`src/rtl/cic_interp_stream.sv`:
```
// rtl/cic_interp_stream.sv - streaming CIC interpolator, combs -> zero-stuff -> integrators
module cic_interp_stream #(
  parameter int WIDTH  = 8,
  parameter int STAGES = 1,
  parameter int RATE   = 4
) (
  input  logic             clk,
  input  logic             rst,
  input  logic [WIDTH-1:0] in_data,
  input  logic             in_valid,
  output logic             in_ready,
  output logic [WIDTH-1:0] out_data,
  output logic             out_valid,
  input  logic             out_ready
);

  localparam int LR = $clog2(RATE);
  localparam int RW = WIDTH + STAGES * LR;
  localparam int SH = (STAGES - 1) * LR;
  localparam int CW = LR + 1;
  localparam logic [CW-1:0] CNT_MAX = CW'(RATE);

  typedef enum logic {IDLE, EMIT} state_t;

  state_t        state;
  logic [CW-1:0] cnt;
  logic [RW-1:0] comb_d  [STAGES];
  logic [RW-1:0] acc     [STAGES];
  logic [RW-1:0] comb_in [STAGES];
  logic [RW-1:0] integ_s [STAGES];
  logic [RW-1:0] comb_out;
  logic [RW-1:0] step_x;
  logic          last;
  logic          accept;
  logic          advance;

  assign last     = (cnt == CNT_MAX);
  assign in_ready = !rst && ((state == IDLE) || (state == EMIT && last && out_ready));
  assign accept   = in_valid && in_ready;
  assign advance  = (state == EMIT) && out_ready && !last;

  // Running locals keep each chain free of self-referencing array reads.
  always_comb begin
    logic [RW-1:0] c;
    c = {{(RW-WIDTH){1'b0}}, in_data};
    for (int k = 0; k < STAGES; k++) begin
      comb_in[k] = c;
      c = c - comb_d[k];
    end
    comb_out = c;
  end

  assign step_x = accept ? comb_out : '0;

  always_comb begin
    logic [RW-1:0] s;
    s = step_x;
    for (int k = 0; k < STAGES; k++) begin
      s = acc[k] + s;
      integ_s[k] = s;
    end
  end

  always_ff @(posedge clk) begin
    if (rst) begin
      state     <= IDLE;
      cnt       <= '0;
      out_valid <= 1'b0;
      for (int k = 0; k < STAGES; k++) begin
        comb_d[k] <= '0;
        acc[k]    <= '0;
      end
    end else begin
      if (accept) begin
        for (int k = 0; k < STAGES; k++) comb_d[k] <= comb_in[k];
      end
      if (accept || advance) begin
        for (int k = 0; k < STAGES; k++) acc[k] <= integ_s[k];
      end
      if (accept) begin
        state     <= EMIT;
        cnt       <= CW'(1);
        out_valid <= 1'b1;
      end else if (advance) begin
        cnt <= cnt + 1'b1;
      end else if (state == EMIT && out_ready && last) begin
        state     <= IDLE;
        out_valid <= 1'b0;
      end
    end
  end

  // Undo the R^(STAGES-1) integrator gain so DC passes at unity.
  assign out_data = acc[STAGES-1][SH +: WIDTH];

endmodule

```
`config.mk`:
```
export PLATFORM = sky130hd
export DESIGN_NAME = cic_interp_stream
export DESIGN_NICKNAME = d
export VERILOG_FILES = /design/src/rtl/cic_interp_stream.sv
export SDC_FILE = /design/constraint.sdc
export NUM_CORES = 1
export LEC_CHECK = 0
export ABC_AREA = 1
export CORE_ASPECT_RATIO = 0.9
export CORE_MARGIN = 5
export CORE_UTILIZATION = 40
export DETAILED_ROUTE_END_ITERATION = 8
export PLACE_DENSITY = 0.61
export SYNTH_ARGS = -nofsm -noshare
export SYNTH_HDL_FRONTEND = slang
export SYNTH_SLANG_ARGS = --single-unit
```
`constraint.sdc`:
```
create_clock -name clk -period 5.45 [get_ports clk]
set_clock_uncertainty 0.05 [all_clocks]
set_input_delay 1.3625 -clock clk [delete_from_list [all_inputs] [get_ports clk]]
set_output_delay 1.3625 -clock clk [all_outputs]
set_load 0.05 [all_outputs]
```
==> metrics.csv, run 1 <==
metric,value,unit
post-CTS setup buffers,0,
unrepaired setup endpoints after global routing,false,
DR iter-0 viols,52,
Max-slew headroom,66.7,%
critical path class,in2out,
CTS root buf,clkbuf_8,
Avg Vias per Cell,4.77,
most common cell in the netlist,nand2_1,
DRC viols,0,
final wirelength,2.80,mm
flop-to-flop setup slack,2570,ps
most frequent cells after synthesis,"nand2_1 (36), inv_1 (32), a21oi_1 (19)",
"FF+latch count, synth",20,
Area Overhead vs Synth,20.9,%
worst r2r src,comb_d[0][0]$_SDFFCE_PN0P_,
Final nets,234,
sequential area share after synthesis,38.5,%
initial antenna violation count,0,
worst min-delay path class,reg2reg,
Initial DRT Pass Iterations,4,
CTS tree,yes,
WL met3,150,um
leakage,0.850,nW
Critical Path RT,4040,ps
ys async rst share,0,%
Synth Cell Area,1460,sq um
clock latency on the worst-skew pair,260,ps
I/O pin total,22,
Initial Util,42.2,%
Hold Path Sink,cnt[0]$_SDFFE_PP0P_,
"Design Area, Final",1760,sq um
M1 WL,1.21,mm
worst slew pin tran,498,ps
Max Clk Rate,0.226,GHz
Mapped Avg Cell Area,8.14,sq um
CTS H-tree depth,1,
Setup TNS Final,0,ps
Netlist cell types,24,
hold buffer count at cts,0,
Multi-input gate area,756,sq um
Peak supply drop,0.000145,V
largest net degree at the start of global routing,17,
DR vias,1179,
Syn Nets,209,
startpoint types,input port,
worst-path fanout max,4,
Chip Width,73.6,um
Die Ht,67.3,um
min-delay src,cnt[0]$_SDFFE_PP0P_,
CTS resizes,0,
Worst EP arrival,3010,ps
DR WL/cell,11.3,um
CTS Buf Count,3,
wire length on met2,1.42,mm
"EDFF count, synth",16,
hold depth,2,
final hold violations,0,
Final ANT Viol Nets,0,
Crit. End Element,output port,
Antenna diodes,0,
max layer used,met4,
Synth top area share,33.0,%
Critical Path Source,rst,
Yosys warning total,0,
CORE AREA,3450,sq um
Slew Limit Fails,0,
routability cong.,0.861,
first-pass GRT wire length,4.78,mm
clk slew on worst S/H paths,70,ps
Max Root-Sink Buffers,2,
row cnt,20,
# port buffers,21,
hpwl dp,2.32,mm
full die area,4950,sq um
All-Layer GR Usage,12.7,%
ratio of cells with drive above 1 in the final layout,6.90,%
outcome,"finished, final reports clean",
pwr dens,234,nW/um^2
vias in the first global route,1101,
Final period util,81.2,%
worst-case reg-to-reg path depth,15,
ys flop type,edfxtp_1,
Filler cells,338,
Synth area leaders,"edfxtp_1 (33%), ha_1 (14%), nand2_1 (9.3%), inv_1 (8.2%), a21oi_1 (6.5%)",
Final Critical Period,4420,ps
Post-Syn Instances,179,
grt ovf,0,
max_cap viols,0,
storage element area,561,sq um
DP Area,1720,sq um
Critical R2R Capture,acc[0][7]$_SDFFCE_PN0P_,
CTS sink cnt,20,
"area leader, netlist",edfxtp_1,
Final setup viols,0,
-- layout make-up --
type	instances	area share [%]
clock buffers	4	2.56
flip-flops and latches	20	31.8
repair buffers	21	11.9
well taps	44	3.12
multi-input cells	123	42.9
inverters	35	7.74
-- registers in the layout, summed over array words and instances (netlist names) --
register,count
comb_d,8
acc,8
cnt,3
state,1
-- critical path, stage by stage --
cell             delay [ps]
clkdlybuf4s50_1         530
inv_1                   180
nand2_2                 100
inv_1                    60
clkdlybuf4s50_1         790
-- per-stage QoR --
stage	utilization, %	instances	hold WS (ps)	setup WS (ps)	power [mW]
after floorplan	-	179	400	1730	0.276
after global placement	49.7	243	424	1040	0.310
after detailed placement	49.7	243	447	1030	0.313
after CTS	51.1	247	457	1020	0.416
after global routing	51.1	247	479	945	0.438
final	51.1	247	452	1030	0.412
-- per-layer routing --
| metal | vias up | GRT usage [%] |
|---|---|---|
| li1 | 627 | - |
| met1 | 529 | 14.8 |
| met2 | 21 | 23.0 |
| met3 | 2 | 3.87 |
| met4 | 0 | 2.49 |
| met5 | - | 0 |
-- worst max path at each step --
stage,cells past startpoint,slack (ps),to
global route,5,950,in_ready
detailed placement,5,1030,in_ready
floorplan,16,1730,acc[0][7]$_SDFFCE_PN0P_
global placement,5,1040,in_ready
CTS,5,1020,in_ready
finish,5,1030,in_ready
-- cells by family after synthesis --
family | count (synthesis) | share of synthesized area (%)
flops | 20 | 38.5
fa+ha+maj | 18 | 16.5
simple gates | 74 | 23.3
compound gates | 26 | 9.01
xor+xnor | 5 | 3.00
buf+inv | 36 | 9.70
-- power breakdown --
part	total, mW	switching [mW]	internal, mW
clock network	0.104	0.0514	0.0521
logic	0.125	0.0777	0.0471
registers	0.183	0.00625	0.177
total	0.412	0.135	0.276
-- cells in the final DEF (no fill, tap or decap), drive strengths merged --
master          n
a21oi          19
a31oi           1
clkbuf          4
clkdlybuf4s50  21
dfxtp           4
edfxtp         16
fa              2
ha             16
inv            35
nand2          38
nand3           9
nand4           3
nor2           21
o21ai           6
or2             3
xnor2           2
xor2            3
Note: power is estimated with default switching activity, not from simulation.
==> run 2: changes to the inputs <==
==> constraint.sdc (replaced) <==
create_clock -name clk -period 4.6 [get_ports clk]
set_clock_uncertainty 0.05 [all_clocks]
set_input_delay 1.15 -clock clk [delete_from_list [all_inputs] [get_ports clk]]
set_output_delay 1.15 -clock clk [all_outputs]
set_load 0.05 [all_outputs]
==> run 2 against run 1 <==
  * Combinational power up 18%
  * Clock power rose by 14%
  * Worst setup slack worse by 440 ps
  * Die area unchanged
  * Largest cell class unchanged
  * First-iteration DRC count down 27%
  * Critical path depth did not move
  * Cell area did not move
  * Hold slack got worse by 0.51 ps
  * Via count increased by 1.4%
  * Critical path type unchanged
  * Core utilization unchanged
  * Flip-flop and latch count unchanged
  * Cell count stayed put
==> metrics.csv, run 2 (same netlist as run 1, synthesis figures left out) <==
metric,value,unit,change
outcome,"finished, final reports clean",,
CTS H-tree depth,1,,unchanged
worst slew pin tran,501,ps,+3.26 ps
first-pass GRT wire length,4.96,mm,+3.8%
Initial Util,42.2,%,unchanged
flop-to-flop setup slack,1700,ps,-870 ps
Crit. End Element,output port,,
Setup TNS Final,0,ps,unchanged
Worst EP arrival,2820,ps,-190 ps
met1 Resource Use GR,16.2,%,+1.4 points
DRC viols,0,,unchanged
Die Ht,67.3,um,unchanged
P_int,0.325,mW,+18%
grt met3 use,2.38,%,-1.5 points
Final setup viols,0,,unchanged
Final period util,87.3,%,
ratio of cells with drive above 1 in the final layout,6.90,%,unchanged
DR WL/cell,11.4,um,+0.25%
hold depth,2,,unchanged
Final Util,51.1,%,unchanged
initial antenna violation count,0,,unchanged
Antenna diodes,0,,unchanged
GRT Max-Usage Layer,met2,,
hpwl dp,2.30,mm,-0.76%
Hold Path Sink,cnt[0]$_SDFFE_PP0P_,,
"most common cell after layout, fill and taps aside",nand2_1,,
Max Root-Sink Buffers,2,,unchanged
"leading cell types in the layout, fill and taps excluded","nand2_1 (36), inv_1 (32), clkdlybuf4s50_1 (21)",,
leakage,0.850,nW,about the same
min-delay src,cnt[0]$_SDFFE_PP0P_,,
CTS resizes,0,,unchanged
DR vias,1195,,+1.4%
final hold violations,0,,unchanged
met2 Use GR,21.8,%,-1.2 points
Critical R2R Capture,acc[0][7]$_SDFFCE_PN0P_,,
placed instance count,243,,unchanged
max_cap viols,0,,unchanged
Peak supply drop,0.0000948,V,-34%
startpoint types,input port,,
largest net degree at the start of global routing,17,,unchanged
Initial DRT Pass Iterations,4,,unchanged
worst min-delay path class,reg2reg,,
Final Power,0.485,mW,+18%
clk slew on worst S/H paths,80,ps,about the same
hold buffer count at cts,0,,unchanged
worst-path fanout max,4,,unchanged
Reg power frac,44.9,%,+0.3 points
Final Critical Period,4020,ps,
I/O pin total,22,,unchanged
row cnt,20,,unchanged
All-Layer GR Usage,12.9,%,+0.21 points
full die area,4950,sq um,unchanged
Avg Vias per Cell,4.84,,+1.4%
Final ANT Viol Nets,0,,unchanged
CTS tree,yes,,
Psw,0.159,mW,+18%
CORE AREA,3450,sq um,unchanged
Critical Path RT,3400,ps,-640 ps
worst-case reg-to-reg path depth,15,,unchanged
Slew Limit Fails,0,,unchanged
Chip Width,73.6,um,unchanged
final wirelength,2.81,mm,+0.25%
unrepaired setup endpoints after global routing,false,,
post-CTS setup buffers,0,,unchanged
worst r2r src,comb_d[0][0]$_SDFFCE_PN0P_,,
Max-slew headroom,66.5,%,-0.22 points
Clock power frac,24.6,%,-0.5 points
CTS Buf Count,3,,unchanged
final std cells w/o fill,247,,unchanged
Max Clk Rate,0.249,GHz,
vias in the first global route,1184,,+7.5%
critical path class,in2out,,
routability cong.,0.840,,-2.5%
Final nets,234,,unchanged
biggest regs,"acc (8), comb_d (8), cnt (3)",,
pwr dens,275,nW/um^2,+18%
CTS root buf,clkbuf_8,,
combinational share of power,30.4,%,about the same
clock latency on the worst-skew pair,270,ps,about the same
# port buffers,21,,unchanged
DR iter-0 viols,38,,-27%
Area Overhead vs Synth,20.9,%,unchanged
CTS sink cnt,20,,unchanged
switching share of power,32.9,%,about the same
grt ovf,0,,unchanged
## run 2: cell count changes in the layout (fill, tap and decap cells not counted), sizes merged
cell,delta
clkbuf,-1
clkinv,+1
## run 2: metrics by stage
stage                     worst slack, ps  area (sq um)  hold slack (ps)
after detailed placement              434          1720              441
final                                 585          1760              451
after global routing                  374          1760              496
after CTS                             583          1760              453
after floorplan                      1090          1460              400
after global placement                489          1720              423
## run 2: how the worst max path moves through the flow
stage | startpoint | endpoint | cells past startpoint
floorplan | in_data[0] | acc[0][7]$_SDFFCE_PN0P_ | 16
global placement | in_data[0] | acc[0][7]$_SDFFCE_PN0P_ | 17
detailed placement | in_data[0] | acc[0][7]$_SDFFCE_PN0P_ | 17
CTS | rst | in_ready | 5
global route | in_data[0] | acc[0][7]$_SDFFCE_PN0P_ | 17
finish | rst | in_ready | 5
## run 2: cell type report
class / count / area [sq um]
inverters: 35 / 136
flip-flops and latches: 20 / 561
fillers: 336 / 1690
repair buffers: 21 / 210
multi-input cells: 123 / 756
clock buffers: 3 / 41.3
clock inverters: 1 / 3.75
well taps: 44 / 55.1
## run 2: layer usage
| metal | routed length (um) | share of wire (%) |
|---|---|---|
| met1 | 1280 | 46 |
| met2 | 1350 | 48 |
| met3 | 129 | 4.6 |
| met4 | 48 | 1.7 |
| met5 | 0 | 0 |
## run 2: power by group through the flow
| stage | Clock, mW | Combinational, mW | Sequential [mW] |
|---|---|---|---|
| 4_1_cts | 0.123 | 0.150 | 0.218 |
| 5_1_grt | 0.131 | 0.167 | 0.219 |
| 3_3_place_gp | 0 | 0.146 | 0.221 |
| 2_1_floorplan | 0 | 0.0824 | 0.244 |
| 3_5_place_dp | 0 | 0.149 | 0.222 |
| 6_report | 0.119 | 0.148 | 0.218 |
## run 2: worst max-delay path, cell delays in order
cell and delay, ps:
clkdlybuf4s50_1 530, inv_1 180, nand2_2 100, inv_1 60, clkdlybuf4s50_1 790
==> run 3: changes to the inputs <==
--- a/config.mk
+++ b/config.mk
@@ -11,6 +11,7 @@
 export CORE_UTILIZATION = 40
 export DETAILED_ROUTE_END_ITERATION = 8
 export PLACE_DENSITY = 0.61
+export SKIP_CTS_REPAIR_TIMING = 1
 export SYNTH_ARGS = -nofsm -noshare
 export SYNTH_HDL_FRONTEND = slang
 export SYNTH_SLANG_ARGS = --single-unit
==> results of run 3 <==
The final DEF is identical to that of run 2; final timing and power are the same.
